### src/rtl/demux_main_pkg.sv
// demux_main_pkg -- shared definitions for the 1:4 byte demux.
//   LANES            : number of output lanes (bytes per group)
//   FLUSH_CYCLES_DEF : default idle-cycle limit before a partial group flushes
//   state_t          : staging FSM encoding (EMPTY / FILL)
package demux_main_pkg;
    localparam int LANES            = 4;
    localparam int FLUSH_CYCLES_DEF = 8;

    typedef enum logic {
        ST_EMPTY = 1'b0,   // idx = 0, nothing staged
        ST_FILL  = 1'b1    // 1..3 bytes staged
    } state_t;
endpackage

### src/rtl/demux_main_flush_timer.sv
// demux_flush_timer -- counts consecutive idle cycles of a partially filled
// group. Only compiled when DEMUX_FLUSH_EN is defined.
//   clk     : clock
//   reset   : synchronous active-high reset
//   clear   : zero the count (byte accepted or flush taken)
//   enable  : count this cycle (in FILL with no byte)
//   expired : count has reached FLUSH_CYCLES
`ifdef DEMUX_FLUSH_EN
module demux_flush_timer #(
    parameter int FLUSH_CYCLES = 8
) (
    input  logic clk,
    input  logic reset,
    input  logic clear,
    input  logic enable,
    output logic expired
);
    logic [7:0] count;

    assign expired = (count == 8'(FLUSH_CYCLES));

    // Saturates at the limit; the top clears it when the flush is taken.
    always_ff @(posedge clk) begin
        if (reset || clear)
            count <= '0;
        else if (enable && !expired)
            count <= count + 8'd1;
    end
endmodule
`endif

### src/rtl/demux_main.sv
// demux_main -- collects a serialized byte stream into groups of four and
// presents each group on four registered lanes for one cycle.
// Optional feature macro: DEMUX_FLUSH_EN -- flush a partial group after
// FLUSH_CYCLES idle cycles (flushed pulses with it).
// Ports:
//   clk, reset              : clock, synchronous active-high reset
//   valid_in, data_in       : input byte stream (one byte per cycle, no stall)
//   data_out0..3            : lane k = k-th byte of the group (held when idle)
//   valid_out0..3           : lane k valid for the single emission cycle
//   flushed                 : emission was a timeout flush of a partial group
module demux_main
    import demux_main_pkg::*;
#(
    parameter int DATA_W       = 8,
    parameter int FLUSH_CYCLES = FLUSH_CYCLES_DEF
) (
    input  logic              clk,
    input  logic              reset,
    input  logic              valid_in,
    input  logic [DATA_W-1:0] data_in,
    output logic [DATA_W-1:0] data_out0,
    output logic [DATA_W-1:0] data_out1,
    output logic [DATA_W-1:0] data_out2,
    output logic [DATA_W-1:0] data_out3,
    output logic              valid_out0,
    output logic              valid_out1,
    output logic              valid_out2,
    output logic              valid_out3,
    output logic              flushed
);
    if (FLUSH_CYCLES < 2 || FLUSH_CYCLES > 255) begin : g_bad_flush
        $error("FLUSH_CYCLES out of range 2..255");
    end

    state_t                        state, state_nx;
    logic [1:0]                    idx;
    logic [LANES-2:0][DATA_W-1:0]  stage;     // slot 3 goes straight to the output
    logic [LANES-1:0][DATA_W-1:0]  data_q;
    logic [LANES-1:0]              vout_q;
    logic                          flushed_q;
    logic                          group_done;
    logic                          flush_fire;

    assign group_done = valid_in && (idx == 2'd3);

`ifdef DEMUX_FLUSH_EN
    logic expired;

    demux_flush_timer #(.FLUSH_CYCLES(FLUSH_CYCLES)) u_timer (
        .clk     (clk),
        .reset   (reset),
        .clear   (valid_in || flush_fire),
        .enable  ((state == ST_FILL) && !valid_in),
        .expired (expired)
    );

    // A byte arriving as the timer expires cancels the flush.
    assign flush_fire = expired && !valid_in && (state == ST_FILL);
`else
    assign flush_fire = 1'b0;
`endif

    always_comb begin
        state_nx = state;
        case (state)
            ST_EMPTY: if (valid_in)                 state_nx = ST_FILL;
            ST_FILL:  if (group_done || flush_fire) state_nx = ST_EMPTY;
            default:                                state_nx = ST_EMPTY;
        endcase
    end

    always_ff @(posedge clk) begin
        if (reset) begin
            state     <= ST_EMPTY;
            idx       <= '0;
            stage     <= '0;
            data_q    <= '0;
            vout_q    <= '0;
            flushed_q <= 1'b0;
        end else begin
            state     <= state_nx;
            vout_q    <= '0;
            flushed_q <= 1'b0;
            if (valid_in) begin
                idx <= idx + 2'd1;
                if (group_done) begin
                    data_q <= {data_in, stage};
                    vout_q <= '1;
                end else begin
                    for (int k = 0; k < LANES-1; k++)
                        if (idx == 2'(k)) stage[k] <= data_in;
                end
            end else if (flush_fire) begin
                // Only filled lanes are updated; the rest keep their last byte.
                for (int k = 0; k < LANES-1; k++) begin
                    if (2'(k) < idx) begin
                        data_q[k] <= stage[k];
                        vout_q[k] <= 1'b1;
                    end
                end
                flushed_q <= 1'b1;
                idx       <= '0;
            end
        end
    end

    assign {data_out3, data_out2, data_out1, data_out0}     = data_q;
    assign {valid_out3, valid_out2, valid_out1, valid_out0} = vout_q;
    assign flushed = flushed_q;
endmodule

### config.mk
export PLATFORM = sky130hd
export DESIGN_NAME = demux_main
export DESIGN_NICKNAME = d
export VERILOG_FILES = /design/src/rtl/demux_main_pkg.sv /design/src/rtl/demux_main_flush_timer.sv /design/src/rtl/demux_main.sv
export SDC_FILE = /design/constraint.sdc
export NUM_CORES = 1
export LEC_CHECK = 0
export BUFFER_PORTS_ARGS = -buffer_cell sky130_fd_sc_hd__buf_2
export CAP_MARGIN = 20
export CORE_MARGIN = 2
export CORE_UTILIZATION = 40
export DETAILED_ROUTE_END_ITERATION = 6
export PLACE_DENSITY = 0.7
export SLEW_MARGIN = 20
export SYNTH_ARGS = -nofsm -noshare
export SYNTH_HDL_FRONTEND = slang
export SYNTH_HIERARCHICAL = 1
export SYNTH_SLANG_ARGS = --single-unit
### constraint.sdc
create_clock -name clk -period 3.2 [get_ports clk]
set_input_delay 0.16 -clock clk [delete_from_list [all_inputs] [get_ports clk]]
set_output_delay 0.16 -clock clk [all_outputs]
set_load 0.05 [all_outputs]
==> results of run 1 <==
sequential cells by signal, summed over array words and instances, names as in the netlist:
register   count
data_out3      8
data_out2      8
stage         24
data_out1      8
data_out0      8
vout_q         1
idx            2
stage by stage:
step                std cells  utilization, %  worst slack (ps)  power [mW]
finish                    371           46.70              1366       1.521
global route              371           46.70              1243       1.604
CTS                       371           46.70              1358       1.545
detailed placement        355           43.68              1367      0.9067
global placement          355           43.68              1437      0.9038
floorplan                 259               -              1999      0.8900
Yosys cell counts (all sizes together):
cell type  number  area [sq um]
nor2            3         11.26
xnor2           1         8.760
conb            1         3.750
nand3b          3         47.55
inv             2         7.510
a21bo          32         320.3
ha              4         50.05
and3b           2         17.52
dfxtp          59          1181
buf            25         188.9
a21oi          32         160.2
nand2b         32         200.2
mux2i          25         250.2
nand3          32         160.2
nand2           1         3.750
clkbuf          5         18.77
cell usage in the layout (no fill, tap or decap), drive strengths merged:
| cell | instances |
|---|---|
| nand3 | 32 |
| a21bo | 32 |
| inv | 2 |
| dfxtp | 59 |
| buf | 49 |
| a21oi | 32 |
| xnor2 | 1 |
| nand3b | 3 |
| mux2i | 25 |
| nand2b | 32 |
| nand2 | 1 |
| clkbuf | 15 |
| and3b | 2 |
| clkinv | 1 |
| nor2 | 3 |
| conb | 1 |
| ha | 4 |
worst register-to-register path, stage by stage (launching register included):
cell,delay (ps)
dfxtp_1,410
ha_2,450
buf_4,380
and3b_1,320
mux2i_1,150
routing by layer:
| metal | vias up | part of all wire, % | track usage, % |
|---|---|---|---|
| met2 | 43 | 45 | 22.59 |
| met1 | 841 | 49 | 18.80 |
| met4 | 0 | 1.4 | 6.494 |
| met5 | - | 0 | 0 |
| li1 | 949 | - | - |
| met3 | 6 | 4.9 | 5.642 |
worst paths after layout:
check / startpoint / depth (start not counted) / endpoint / slack (ps)
max: idx[0] / 4 / stage[8] / 1370
min: data_in[0] / 3 / data_out3[0] / 100
max reg2reg: idx[0] / 4 / stage[8] / 1370
min reg2reg: stage[22] / 2 / data_out2[6] / 470
logic make-up (layout without fill, tap and decap cells):
family	count (synthesis)	in the layout	synth area share, %
AOI/OAI and AO/OA	64	64	18.27
xor gates and xnor gates	1	1	0.3331
adders and majority gates	4	4	1.903
buffers and inverters	32	67	8.182
DFF	59	59	44.91
muxes	25	25	9.515
other	1	1	0.1426
and+or+nand+nor	73	73	16.75
area by class of cell:
type                       count  area, sq um
clock inverter                 1        5.005
fill                         625         3385
tap                           77        96.34
multi-input combinational    168         1236
timing repair buffer          49        252.7
sequential                    59         1181
clock buffer                  15        186.4
inverter                       2        7.507
power by group through the flow:
stage	Clock, mW	Sequential [mW]	Combinational (mW)
2_1_floorplan	0	0.786	0.104
3_3_place_gp	0	0.783	0.121
3_5_place_dp	0	0.783	0.123
4_1_cts	0.654	0.767	0.124
5_1_grt	0.700	0.769	0.135
6_report	0.631	0.767	0.122
==> flow_summary.toml, run 1 <==
[outcome]
outcome = "finished clean"

[global_route]
grt_usage_pct = 14.85
overflow = 0
grt_max_degree = 68
antenna_found_initial = 0
grt_pass1_vias = 1757
grt_pass1_wl_um = 8335

[yosys]
synth.avg_cell_area_sq_um = 10.15
synth_nets = 274
yosysUniqueCellTypes = 19
synthCells = 259
synth_area_sq_um = 2630
ys_seq_area_share_pct = 44.91
ys.warnings.count = 6
synth_seq_cells = 59

[sta]
relSlewSlack_pct = 34.01
fin_skew_ps = 7.906
max_freq_ghz = 0.5452
rsz0062_at_grt = "false"
tns_ps = 0
fin_crit_sh_pct = 57.31
final-setup-viol-count = 0
worst_slew_pin_slew_ps = 989.9
whs_ps = 96.77
slew_violations = 0
hold_violations = 0
fin_crit_ps = 1834

[clock_network]
cts_buffers = 9
cts.reportedPaths.clkPinSlew_ps = 60
clkLatencyLatePin_ps = 330
postCtsSetupBuffers = 0
cts_tree = "built"
clkSinkCount = 59
root_buffer = "clkbuf_8"
ctsHoldBuffers = 0
cts.path.max_buffers = 2
cts.repair.resized = 0
h-tree-depth = 3

[placement]
placed_area_sq_um = 2774
portBuffers = 46
dp_hpwl_um = 3228
place.gp.congestion = 0.7027

[floorplan]
die_h_um = 85.09
rows = 29
die_area_sq_um = 7239
ios = 48
die_x_um = 85.09
initial_core_util_pct = 41.42
core_area_sq_um = 6350

[worst_setup_path]
cp_top_family = "adder cells"
critPathLaunchType = "flop"
worst-path-buf-inv = 1
worstSetupPathType = "flop to flop"
cp_slowest_cell = "ha_2"
crit_arrival_ps = 2040
cp_data_required_time_ps = 3410
crit_fanout = 31
path_cells = "ha_2 -> buf_4 -> and3b_1 -> mux2i_1"
critPathMaxStageDelay_ps = 450
end_kind = "flop"

[min_path]
hp-class = "input port to flop"

[layout]
diodes = 0
nets = 304
final_area_sq_um = 2965
area_growth_pct = 12.75
drive_gt1_share_pct = 33.33

[detailed_routing]
via_per_inst = 4.957
drc = 0
via_count = 1839
antenna_left = 0
wl_per_cell_um = 13.29
drtPass1Iterations = 4
drt_wl_total_um = 4932
initialDrtViolationCount = 63

[power]
p_leak_nw = 1.324
power_frac_seq_pct = 50.4
share_comb_of_total_power_pct = 8.1
ir_worst_vdd_mv = 0.2257
intPower_mw = 1.166
clkPwrFrac_pct = 41.5
p_per_area_nw_per_um2 = 512.9
power_switching_mw = 0.3554
p_sw_share_pct = 23.37

[run]
drv_cap = 0
Note: power is estimated with default switching activity, not from simulation.
==> inputs of run 2 (changes only) <==
--- a/config.mk
+++ b/config.mk
@@ -5,12 +5,13 @@
 export SDC_FILE = /design/constraint.sdc
 export NUM_CORES = 1
 export LEC_CHECK = 0
+export ABC_AREA = 1
 export BUFFER_PORTS_ARGS = -buffer_cell sky130_fd_sc_hd__buf_2
 export CAP_MARGIN = 20
 export CORE_MARGIN = 2
 export CORE_UTILIZATION = 40
 export DETAILED_ROUTE_END_ITERATION = 6
-export PLACE_DENSITY = 0.7
+export PLACE_DENSITY = 0.71
 export SLEW_MARGIN = 20
 export SYNTH_ARGS = -nofsm -noshare
 export SYNTH_HDL_FRONTEND = slang
==> constraint.sdc (replaced) <==
create_clock -name clk -period 1.8 [get_ports clk]
set_input_delay 0.09 -clock clk [delete_from_list [all_inputs] [get_ports clk]]
set_output_delay 0.09 -clock clk [all_outputs]
set_load 0.05 [all_outputs]
==> flow_summary.toml, run 2 <==
[outcome]
outcome = "finished clean"

[sta]
fin_ws_ps = 331.5
hold_violations = 0
worst_slew_pin_slew_ps = 586.3
relSlewSlack_pct = 60.80
whs_ps = 59.37
final-setup-viol-count = 0
tns_ps = 0
max_freq_ghz = 0.6810
fin_crit_ps = 1469
fin_crit_sh_pct = 81.58
fin_skew_ps = 3.870
slew_violations = 0
rsz0062_at_grt = "false"

[layout]
drive_gt1_share_pct = 17.78
final_area_sq_um = 2683
largest_register = "stage"
fin_util_pct = 49.02
fin_cells = 432
final_common_cell = "nor2_1"
mostFrequentLayoutCells = "nor2_1 (113), dfxtp_1 (59), nand2_1 (49), buf_2 (46), o21ai_0 (34)"
nets = 371
area_growth_pct = 18.52
largest_reg_flops = 24
diodes = 0

[yosys]
synth_top_cell_by_area = "dfxtp_1"
ys.warnings.count = 6
synth_area_sq_um = 2263
ys_seq_area_share_pct = 52.18
synth.avg_cell_area_sq_um = 7.208
synth_nets = 329
synth_commonest_cells = "nor2_1 (113), dfxtp_1 (59), nand2_1 (49), o21ai_0 (34), inv_1 (29)"
synth_seq_cells = 59
synthTopCellsByArea = "dfxtp_1 (52%), nor2_1 (19%), nand2_1 (8.1%)"
synth_edf_count = 0
postSynth.asyncResetShare_pct = 0
synth_ff_type = "dfxtp_1"
synthCells = 314
synth_top_cell_area_share_pct = 52.18
yosys.cell_count.top_type = "nor2_1"
yosysUniqueCellTypes = 13

[clock_network]
cts_tree = "built"
root_buffer = "clkbuf_8"
cts.reportedPaths.clkPinSlew_ps = 60
cts_buffers = 9
clkLatencyLatePin_ps = 330
cts.repair.resized = 0
postCtsSetupBuffers = 0
h-tree-depth = 3
ctsHoldBuffers = 1
cts.path.max_buffers = 2
clkSinkCount = 59

[global_route]
grt_pass1_vias = 1778
grt_pass1_wl_um = 7707
grt_usage_pct = 16.06
use_met1_pct = 16.39
grt_max_degree = 59
grtUsageMet2_pct = 28.73
antenna_found_initial = 0
overflow = 0
busiest_layer = "met2"
grt_use_met3_pct = 5.114

[placement]
place.gp.congestion = 0.7748
dp_hpwl_um = 3054
pre_cts_slack_ps = 343.0
placed_area_sq_um = 2494
dp.cells = 416
portBuffers = 46

[floorplan]
die_h_um = 79.23
initial_core_util_pct = 41.36
core_area_sq_um = 5473
ios = 48
die_area_sq_um = 6277
rows = 27
die_x_um = 79.23

[min_path]
min_path_cells = 3
hp-class = "input port to flop"
min_from = "data_in[7]"
holdPathEnd = "stage[15]"

[detailed_routing]
antenna_left = 0
drtPass1Iterations = 4
wl_per_cell_um = 10.73
via_count = 1917
via_per_inst = 4.438
drt_wl_total_um = 4636
initialDrtViolationCount = 130
drc = 0

[worst_setup_path]
crit_fanout = 16
worstSetupPathType = "flop to flop"
cp_data_required_time_ps = 2020
reg2reg_from = "idx[0]"
r2r_setup_slack_ps = 330
end_kind = "flop"
crit_arrival_ps = 1690
critPathLaunchType = "flop"
r2r_end = "stage[13]"
ff2ff_path_depth = 5

[power]
p_leak_nw = 1.358
ir_worst_vdd_mv = 0.3806
p_total_mw = 2.781
p_per_area_nw_per_um2 = 1037

[run]
drv_cap = 0
## run 2: changes by cell type after synthesis, sizes merged, moves of 30 or more
cell | previous run | this run
nand2b | 32 | 0
nand2 | 1 | 49
a21oi | 32 | 2
o21ai | 0 | 34
nor2 | 3 | 113
a21bo | 32 | 0
## run 2: logic make-up (layout without fill, tap and decap cells)
group	after synthesis	after routing	synth area share (%)
and+or+nand+nor	165	165	27.53
DFF	59	59	52.18
buffers and inverters	49	95	9.950
AOI/OAI and AO/OA	36	36	7.960
adders and majority gates	4	4	2.211
other	1	1	0.1657
## run 2: area by class of cell
type / instances / area, sq um
Clock buffer: 13 / 168.9
Clock inverter: 2 / 10.01
Fill cell: 570 / 2790
Inverter: 30 / 112.6
Multi-Input combinational cell: 206 / 857.1
Sequential cell: 59 / 1181
Tap cell: 72 / 90.09
Timing Repair Buffer: 50 / 262.8
## run 2: power breakdown
group / total (mW) / switching, mW / internal (mW)
Sequential: 1.40 / 0.0285 / 1.37
Clock: 1.07 / 0.473 / 0.600
Combinational: 0.310 / 0.222 / 0.0885
Total: 2.78 / 0.724 / 2.06
## run 2: worst max path at each step
stage / to / cells past startpoint / start / slack, ps
5_1_grt: stage[11] / 5 / idx[0] / 170
3_3_place_gp: stage[12] / 5 / idx[0] / 410
6_report: stage[13] / 5 / idx[0] / 330
2_1_floorplan: stage[22] / 7 / idx[0] / 620
4_1_cts: stage[11] / 5 / idx[0] / 330
3_5_place_dp: stage[13] / 5 / idx[0] / 340
## run 2: routing by layer
layer	routed length (um)	up-vias
met5	0	-
met4	97	0
met3	232	8
met2	2217	34
met1	2088	852
li1	-	1023
## run 2: critical path: stages, from the launching register on
cell	delay (ps)
dfxtp_1	330
ha_1	210
inv_1	90
nand3_1	420
nor2_1	250
nor2_1	60
==> inputs of run 3 (changes only) <==
--- a/config.mk
+++ b/config.mk
@@ -11,7 +11,7 @@
 export CORE_MARGIN = 2
 export CORE_UTILIZATION = 40
 export DETAILED_ROUTE_END_ITERATION = 6
-export PLACE_DENSITY = 0.71
+export PLACE_DENSITY = 0.73
 export SLEW_MARGIN = 20
 export SYNTH_ARGS = -nofsm -noshare
 export SYNTH_HDL_FRONTEND = slang
==> constraint.sdc (replaced) <==
create_clock -name clk -period 1.3 [get_ports clk]
set_input_delay 0.065 -clock clk [delete_from_list [all_inputs] [get_ports clk]]
set_output_delay 0.065 -clock clk [all_outputs]
set_load 0.05 [all_outputs]
==> flow_summary.toml, run 3 (same netlist as run 2, synthesis figures left out) <==
[power]
ir_worst_vdd_mv = 0.5775
p_leak_nw = 1.423
p_per_area_nw_per_um2 = 1556

[detailed_routing]
drt_wl_total_um = 4586
initialDrtViolationCount = 137
drtPass1Iterations = 4
via_per_inst = 4.425
wl_per_cell_um = 10.54
via_count = 1925
antenna_left = 0
drc = 0

[run]
drv_cap = 0

[floorplan]
core_area_sq_um = 5473
rows = 27
die_area_sq_um = 6277
die_x_um = 79.23
initial_core_util_pct = 41.36
ios = 48
die_h_um = 79.23

[worst_setup_path]
cp_slowest_cell = "dfxtp_1"
worst-path-buf-inv = 1
critPathMaxStageDelay_ps = 360
crit_fanout = 33
end_kind = "flop"
cp_top_family = "flip-flops"
crit_cells = 5
cp_data_required_time_ps = 1520
worstSetupPathType = "flop to flop"
ff2ff_path_depth = 5
path_cells = "ha_1 -> nand2_2 -> buf_12 -> o21ai_0 -> nor2_1"
crit_arrival_ps = 1410
critPathLaunchType = "flop"

[placement]
portBuffers = 46
dp_hpwl_um = 2966
placed_area_sq_um = 2559
place.gp.congestion = 0.7632

[clock_network]
cts.reportedPaths.clkPinSlew_ps = 70
clkLatencyLatePin_ps = 330
h-tree-depth = 3
clkSinkCount = 59
cts_buffers = 9
cts_tree = "built"
postCtsSetupBuffers = 0
cts.path.max_buffers = 2
root_buffer = "clkbuf_8"

[sta]
max_freq_ghz = 0.8379
fin_crit_ps = 1193
fin_skew_ps = 6.082
slew_violations = 0
rsz0062_at_grt = "false"
fin_crit_sh_pct = 91.80
final-setup-viol-count = 0
hold_violations = 0
tns_ps = 0

[layout]
final_common_cell = "nor2_1"
nets = 373
area_growth_pct = 25.10
final_area_sq_um = 2831
largest_reg_flops = 24
drive_gt1_share_pct = 19.01
largest_register = "stage"
diodes = 0
mostFrequentLayoutCells = "nor2_1 (113), dfxtp_1 (58), nand2_1 (48), buf_2 (46), o21ai_0 (34)"
fill_cells = 554

[global_route]
grt_pass1_wl_um = 7845
grt_usage_pct = 16.20
grt_max_degree = 59
overflow = 0
grt_pass1_vias = 1777
antenna_found_initial = 0

[min_path]
hp-class = "input port to flop"
min_path_cells = 3

[outcome]
outcome = "finished clean"
-- run 3: cell types whose count changed in the layout (fill, tap and decap cells not counted) --
cell       before  now
inv_6           0    1
dfxtp_2         0    1
dfxtp_1        59   58
buf_4           3    0
inv_2           1    0
nand2_2         0    1
clkbuf_8       12   10
buf_12          0    5
nand2_1        49   48
bufinv_16       0    3
-- run 3: worst reg2reg max path: cells and delay by family, from the launching register on --
kind                     cells  cell delay (ps)
AO/OA/AOI/OAI                1              190
adder cells (fa/ha/maj)      1              190
buffers and inverters        1              180
flip-flops                   1              360
AND/OR/NAND/NOR              2              170
-- run 3: what timing repair did --
item                                   4_1_cts  5_1_grt
setup endpoints to repair                    2       34
resized for setup                            1        6
pin swaps                                    0        0
endpoints found under the hold margin        1        0
hold buffers                                 1        0
-- run 3: worst paths after layout --
check / start / endpoint / slack (ps)
max: idx[1] / data_out2[7] / 110
min: data_in[7] / stage[15] / 20
max reg2reg: idx[1] / data_out2[7] / 110
min reg2reg: data_out3[5] / data_out3[5] / 480
-- run 3: power by group --
| group | switching (mW) | internal (mW) | total (mW) |
|---|---|---|---|
| clock network | 0.692 | 1.32 | 2.01 |
| registers | 0.0414 | 1.90 | 1.94 |
| logic | 0.310 | 0.148 | 0.458 |
-- run 3: per-stage QoR --
stage | cells | power [mW] | hold slack, ps | setup WS (ps) | util, %
6_report | 435 | 4.407 | 23.43 | 106.6 | 51.74
3_5_place_dp | 418 | 2.431 | 239.8 | 13.91 | 46.75
2_1_floorplan | 314 | 2.302 | 137.4 | 121.6 | -
4_1_cts | 435 | 4.454 | 8.736 | 16.41 | 51.39
3_3_place_gp | 418 | 2.417 | 239.4 | 49.38 | 46.75
5_1_grt | 435 | 4.603 | 25.30 | 2.911 | 51.74
-- run 3: per-layer routing --
| metal | track usage, % | share of wire [%] | vias to the layer above |
|---|---|---|---|
| met1 | 17.66 | 46 | 853 |
| li1 | - | - | 1028 |
| met2 | 28.05 | 48 | 37 |
| met3 | 6.932 | 4.3 | 7 |
| met4 | 5.690 | 1.1 | 0 |
| met5 | 0 | 0 | - |
-- run 3: final cells by class --
| cell class | instances | area [sq um] | area share [%] |
|---|---|---|---|
| clock buffers | 11 | 141.4 | 4.993 |
| clock inverters | 5 | 100.1 | 3.535 |
| inverters | 30 | 117.6 | 4.154 |
| multi-input cells | 206 | 859.6 | 30.36 |
| flip-flops and latches | 59 | 1182 | 41.76 |
| well taps | 72 | 90.09 | 3.182 |
| repair buffers | 52 | 340.3 | 12.02 |
